--- src/rtl/sm_adc_pkg.sv ---
// Shared constants, FSM state encodings and frame helper for the soil-moisture ADC front-end.
package sm_adc_pkg;

    localparam int FRAME_BITS     = 16;
    localparam int DATA_W         = 12;
    localparam int ADDR_FIRST_BIT = 2;
    localparam int AVG_FRAMES     = 4;
    localparam int ACC_W          = 14;

    typedef logic [2:0] state_t;

    localparam state_t ST_IDLE  = 3'd0;
    localparam state_t ST_ARM   = 3'd1;
    localparam state_t ST_SHIFT = 3'd2;
    localparam state_t ST_DONE  = 3'd3;
    localparam state_t ST_GAP   = 3'd4;

    // Control word bit k of the frame: ADD2..ADD0 sit at bits 2..4, everything else is zero.
    function automatic logic frame_bit(input logic [4:0] k, input logic [2:0] ch);
        logic b;
        b = 1'b0;
        if (k == 5'(ADDR_FIRST_BIT))
            b = ch[2];
        else if (k == 5'(ADDR_FIRST_BIT + 1))
            b = ch[1];
        else if (k == 5'(ADDR_FIRST_BIT + 2))
            b = ch[0];
        return b;
    endfunction

endpackage

--- src/rtl/adc_clk_edge.sv ---
// Registers the divided ADC clock in the clk_50M domain and flags its rising/falling transitions.
module adc_clk_edge (
    input  logic clk_50M,
    input  logic rst_n,
    input  logic adc_clk,
    output logic rise,
    output logic fall
);

    logic adc_clk_q;

    always_ff @(posedge clk_50M or negedge rst_n) begin
        if (!rst_n)
            adc_clk_q <= 1'b1;
        else
            adc_clk_q <= adc_clk;
    end

    assign rise = adc_clk & ~adc_clk_q;
    assign fall = ~adc_clk & adc_clk_q;

endmodule

--- src/rtl/adc_sample_controller.sv ---
// SPI-style frame controller for an 8-channel 12-bit ADC; one frame per start.
// Build option ADC_AVERAGE_EN: four frames per start, result is their mean.
module adc_sample_controller
    import sm_adc_pkg::*;
#(
    parameter logic [2:0] DEFAULT_CH = 3'd0
) (
    input  logic              clk_50M,
    input  logic              rst_n,
    input  logic              adc_clk,
    input  logic              start,
    input  logic              ch_sel_en,
    input  logic [2:0]        ch_sel,
    input  logic              adc_dout,
    output logic              adc_cs_n,
    output logic              adc_sck,
    output logic              adc_din,
    output logic              busy,
    output logic              data_valid,
    output logic [DATA_W-1:0] data,
    output state_t            state_dbg
);

    // Handshake: start is a one-cycle request, taken only in IDLE while data_valid is low;
    // busy rises the next cycle and falls with the single-cycle data_valid pulse that presents data.

    logic              rise;
    logic              fall;
    state_t            state;
    logic [2:0]        ch_q;
    logic [4:0]        bit_cnt;
    logic [DATA_W-1:0] shreg;

    adc_clk_edge u_edge (
        .clk_50M (clk_50M),
        .rst_n   (rst_n),
        .adc_clk (adc_clk),
        .rise    (rise),
        .fall    (fall)
    );

`ifdef ADC_AVERAGE_EN
    logic [ACC_W-1:0] acc;
    logic [ACC_W-1:0] acc_sum;
    logic [1:0]       frame_cnt;

    assign acc_sum = acc + ACC_W'(shreg);
`endif

    assign state_dbg = state;

    always_ff @(posedge clk_50M or negedge rst_n) begin
        if (!rst_n) begin
            state      <= ST_IDLE;
            ch_q       <= 3'd0;
            bit_cnt    <= 5'd0;
            shreg      <= '0;
            adc_cs_n   <= 1'b1;
            adc_sck    <= 1'b1;
            adc_din    <= 1'b0;
            busy       <= 1'b0;
            data_valid <= 1'b0;
            data       <= '0;
`ifdef ADC_AVERAGE_EN
            acc        <= '0;
            frame_cnt  <= 2'd0;
`endif
        end else begin
            data_valid <= 1'b0;
            case (state)
                ST_IDLE: begin
                    if (start && !data_valid) begin
                        ch_q  <= ch_sel_en ? ch_sel : DEFAULT_CH;
                        busy  <= 1'b1;
                        state <= ST_ARM;
`ifdef ADC_AVERAGE_EN
                        acc       <= '0;
                        frame_cnt <= 2'd0;
`endif
                    end
                end

                ST_ARM, ST_GAP: begin
                    if (fall) begin
                        adc_cs_n <= 1'b0;
                        adc_sck  <= 1'b0;
                        bit_cnt  <= 5'd0;
                        adc_din  <= frame_bit(5'd0, ch_q);
                        state    <= ST_SHIFT;
                    end
                end

                ST_SHIFT: begin
                    adc_sck <= adc_clk;
                    if (fall)
                        adc_din <= frame_bit(bit_cnt, ch_q);
                    // Only the last 12 bits survive; the leading zeros shift out the top.
                    if (rise) begin
                        shreg   <= {shreg[DATA_W-2:0], adc_dout};
                        bit_cnt <= bit_cnt + 5'd1;
                        if (bit_cnt == 5'(FRAME_BITS - 1))
                            state <= ST_DONE;
                    end
                end

                ST_DONE: begin
                    if (fall) begin
                        adc_cs_n <= 1'b1;
                        adc_sck  <= 1'b1;
                        adc_din  <= 1'b0;
`ifdef ADC_AVERAGE_EN
                        if (frame_cnt == 2'(AVG_FRAMES - 1)) begin
                            data       <= acc_sum[ACC_W-1:2];
                            data_valid <= 1'b1;
                            busy       <= 1'b0;
                            state      <= ST_IDLE;
                        end else begin
                            acc       <= acc_sum;
                            frame_cnt <= frame_cnt + 2'd1;
                            state     <= ST_GAP;
                        end
`else
                        data       <= shreg;
                        data_valid <= 1'b1;
                        busy       <= 1'b0;
                        state      <= ST_IDLE;
`endif
                    end
                end

                default: state <= ST_IDLE;
            endcase
        end
    end

endmodule

--- config.mk ---
export PLATFORM = sky130hd
export DESIGN_NAME = adc_sample_controller
export DESIGN_NICKNAME = d
export VERILOG_FILES = /design/src/rtl/sm_adc_pkg.sv /design/src/rtl/adc_clk_edge.sv /design/src/rtl/adc_sample_controller.sv
export SDC_FILE = /design/constraint.sdc
export NUM_CORES = 1
export LEC_CHECK = 0
export BUFFER_PORTS_ARGS = -buffer_cell sky130_fd_sc_hd__buf_2
export CAP_MARGIN = 10
export CORE_UTILIZATION = 40
export DETAILED_ROUTE_END_ITERATION = 16
export GPL_ROUTABILITY_DRIVEN = 0
export GPL_TIMING_DRIVEN = 0
export HOLD_SLACK_MARGIN = 0.12
export PLACE_DENSITY = 0.57
export SETUP_SLACK_MARGIN = 0.05
export SKIP_CTS_REPAIR_TIMING = 1
export SYNTH_ARGS = -nofsm -noshare
export SYNTH_HDL_FRONTEND = slang
export SYNTH_HIERARCHICAL = 1
export SYNTH_SLANG_ARGS = --single-unit
--- constraint.sdc ---
create_clock -name clk_50M -period 2.1 [get_ports clk_50M]
set_clock_uncertainty 0.2 [all_clocks]
set_input_delay 0.105 -clock clk_50M [delete_from_list [all_inputs] [get_ports clk_50M]]
set_output_delay 0.105 -clock clk_50M [all_outputs]
set_load 0.005 [all_outputs]
==> reports/metrics.csv <==
stage;metric;value;unit
outcome;status;complete, no violations;
placed_design;worst setup timing slack at the placement stage;0.0155;ns
setup_path;Critical R2R Launch;bit_cnt[1];
global_route;number of global-route vias before repair;1298;
setup_path;reg-to-reg critical path endpoint;state_dbg[1];
timing;Setup Total Neg Slack;0;ns
synth;sequential-to-total area share from yosys stat;53.7;%
die;die outline area;0.00495;mm^2
die;floorplan die width;70.4;um
pwr;Gate power share;31.9;%
finish;area taken by multi-input logic gates;783;um^2
min_path;end of the worst hold path;adc_cs_n;
min_path;startpoint of the lowest-slack hold path;adc_cs_n;
clock_network;number of buffers added by the clock tree synthesis step;5;
detailed_routing;uppermost layer routed;met4;
pwr;Clock Power Share;26.2;%
timing;setup repair after global routing missed its margin;yes;
setup_path;series of cell instances along the critical path;ha_2 -> and3_1 -> ha_1 -> nand2_1 -> o2bb2ai_1 -> a21oi_2 -> mux2_2;
synth;Post-Syn Area per Cell;11.8;um^2
clock_network;Clock transition at path regs;0.08;ns
pwr;static leakage;1.17;nW
timing;clock period minus final worst setup slack;2.02;ns
global_route;global-route wire length before repair;5800;um
finish;Syn-to-layout area delta;23.5;%
setup_path;maximum fanout count along the critical path;5;
pwr;largest vdd supply drop;0.525;mV
timing;actual slew at the worst max-slew pin;0.873;ns
detailed_routing;wire length on met3;121;um
detailed_routing;total routed wirelength;3350;um
synth;Synth Warn #;6;
setup_path;worst reg-to-reg path cell count;7;
synth;netlist area before placement;0.00187;mm^2
detailed_routing;router iterations before antenna repair;4;
clock_network;clock net sink count;40;
detailed_routing;Remaining DRCs;0;
die;vertical extent of the die;70.4;um
timing;headroom to the max-slew limit;41.8;%
setup_path;Data arrival, critical path;2.00;ns
detailed_routing;First DRT Iteration DRCs;61;
pwr;sw power;0.863;mW
timing;total of endpoints with negative setup slack in the final report;0;
clock_network;Clock Path Buffers;2;
detailed_routing;Antenna Nets Post-Route;0;
setup_path;nature of the critical path startpoint;flop;
setup_path;crit-path max cell delay;0.42;ns
setup_path;register-to-register setup slack;0.08;ns
die;CORE AREA;0.00441;mm^2
setup_path;critical path type;flop to flop;
clock_network;clock network latency to the later pin of the worst-skew pair;0.28;ns
synth;Yosys cell types;32;
finish;final net count;221;
detailed_routing;via density per instance;4.97;
die;number of standard-cell rows in the floorplan;24;
min_path;worst hold path cell count;2;
global_route;overall track demand over capacity in global routing;15.1;%
timing;count of final hold-check violations;0;
synth;syn nets;177;
timing;max-slew violations;0;
pwr;sequential share of power;41.9;%
detailed_routing;detailed-routed wire length on met2;1630;um
clock_network;deepest level of the CTS H-tree;2;
timing;Tcrit/Tclk final;96.3;%
pwr;power density of the placed cells;1210;mW/mm^2
setup_path;required time at the endpoint of the critical path;2.07;ns
timing;setup ws final;0.0784;ns
finish;share of final-layout standard cells stronger than drive strength 1;36.3;%
pwr;proportion of total power due to net switching;30.9;%
die;# IOs;29;
die;initial core utilization;42.4;%
global_route;remaining global-route overflow;0;
pwr;cell-internal power;1.93;mW
placed_design;DPL Wire Length;2330;um
flow_run;maximum capacitance violations;0;
synth;synthesized netlist cell count;159;
finish;filler cell count;400;
finish;number of diodes added for antenna fixing;0;
global_route;largest net degree at the start of global routing;41;
synth;number of storage elements in the synthesis netlist;40;
detailed_routing;average wire per standard cell;13.1;um
setup_path;capturing element type of the critical path;flop;
detailed_routing;vias;1273;
clock_network;root buffer cell;clkbuf_8;
detailed_routing;length of routed wiring on met1;1560;um
clock_network;CTS tree;built;
setup_path;slowest cell on the critical path;dfrtp_1;
global_route;initial antenna violation count;0;
placed_design;number of input and output port buffers inserted;27;
finish;sequential cell area in the final layout;0.00100;mm^2
timing;maximum clock frequency;495;MHz
min_path;path type of the worst min-delay path;flop to flop;
## cell usage after synthesis
library cell | n | share of area (%)
a31oi_1 | 1 | 0.33
or2_1 | 1 | 0.33
dfrtp_1 | 37 | 49
nor3_1 | 2 | 0.54
nor2b_1 | 2 | 0.67
mux2i_1 | 1 | 0.54
nand2_1 | 20 | 4.0
o2bb2ai_1 | 1 | 0.47
buf_4 | 1 | 0.40
nand3b_1 | 2 | 0.80
nor2_1 | 3 | 0.60
nand4_1 | 2 | 0.67
buf_2 | 3 | 0.80
o31ai_1 | 1 | 0.40
o21ai_0 | 12 | 3.2
ha_1 | 9 | 6.0
and2b_2 | 1 | 0.47
nand2b_1 | 3 | 1.0
clkbuf_8 | 1 | 0.74
inv_1 | 7 | 1.4
a22o_1 | 3 | 1.4
inv_2 | 1 | 0.20
mux2_2 | 25 | 15
o32ai_2 | 1 | 0.87
dfstp_2 | 3 | 4.2
conb_1 | 1 | 0.20
and3_1 | 1 | 0.33
nand3_1 | 3 | 0.80
a21oi_1 | 6 | 1.6
a21boi_1 | 1 | 0.40
buf_6 | 2 | 1.2
a21o_1 | 2 | 0.80
## power by group through the flow
stage	Sequential, mW	Clock (mW)	Combinational [mW]
2_1_floorplan	1.15	0	0.620
3_3_place_gp	1.17	0	0.850
3_5_place_dp	1.18	0	0.873
4_1_cts	1.17	0.748	0.876
5_1_grt	1.20	0.786	1.01
6_report	1.17	0.730	0.891
## layer usage
| layer | GRT usage [%] | up-vias |
|---|---|---|
| li1 | - | 630 |
| met1 | 18.1 | 619 |
| met2 | 25.1 | 19 |
| met3 | 5.48 | 5 |
| met4 | 4.67 | 0 |
| met5 | 0 | - |
## worst max-delay path by stage
stage                           from            to  slack [ns]  depth (start not counted)
after floorplan           bit_cnt[1]  state_dbg[1]        0.20                          7
after global placement    bit_cnt[1]  state_dbg[1]        0.04                          7
after detailed placement  bit_cnt[1]  state_dbg[1]        0.02                          7
after CTS                 bit_cnt[1]  state_dbg[1]       0.009                          7
after global routing      bit_cnt[1]  state_dbg[1]        0.02                          7
final                     bit_cnt[1]  state_dbg[1]        0.08                          7
## kinds of logic (layout without fill, tap and decap cells)
group,Yosys count,after routing,share of synthesized area (%)
AND/OR/NAND/NOR,40,40,10.2
adder cells (fa/ha/maj),9,9,6.02
AO/OA/AOI/OAI,28,28,9.50
multiplexers,26,26,15.6
flip-flops,40,40,53.7
other,1,1,0.200
buffers and inverters,15,60,4.75
## worst max-delay path, delay by kind of cell, from the launching register on
kind / cells / cell delay, ns
flip-flops: 1 / 0.42
AND/OR/NAND/NOR: 2 / 0.24
adder cells (fa/ha/maj): 2 / 0.38
AO/OA/AOI/OAI: 2 / 0.32
multiplexers: 1 / 0.35
## sequential cells by signal (all words and copies together) (netlist names)
name,cells
ch_q,3
state_dbg,2
shreg,12
bit_cnt,5
data_valid,1
u_edge/adc_clk_q,1
busy,1
adc_cs_n,1
adc_din,1
data,12
adc_sck,1
## cells in the final DEF (no fill, tap or decap), types with 2 or more instances in the layout
cell type	count
nor2b_1	2
nand3_1	3
ha_1	8
nor2_1	3
dfrtp_1	37
buf_2	30
dlygate4sd3_1	10
a21oi_1	5
nand3b_1	2
nor3_1	2
clkbuf_8	6
nand2_1	20
nand4_1	2
dfstp_2	3
mux2_2	25
o21ai_0	11
buf_6	2
nand2b_1	3
a22o_1	3
bufinv_16	2
a21o_1	2
inv_1	7
## stage by stage
step | instances | hold slack, ns | power, mW | util [%] | cell area [um^2]
after floorplan | 159 | -0.391 | 1.77 | - | 1870
after detailed placement | 238 | 0.0382 | 2.06 | 46.9 | 2070
after CTS | 246 | -0.272 | 2.79 | 49.9 | 2200
after global routing | 256 | 0.289 | 3.00 | 52.3 | 2310
after global placement | 238 | 0.0363 | 2.02 | 46.9 | 2070
final | 256 | 0.271 | 2.79 | 52.3 | 2310
## cell type report
class | count | area share (%)
Buffer | 7 | 2.55
Clock buffer | 6 | 3.14
Clock inverter | 2 | 2.60
Inverter | 8 | 1.30
Multi-Input combinational cell | 104 | 33.9
Sequential cell | 40 | 43.5
Tap cell | 52 | 2.82
Timing Repair Buffer | 37 | 10.2
No activity file was read; power rests on OpenSTA's default activity.
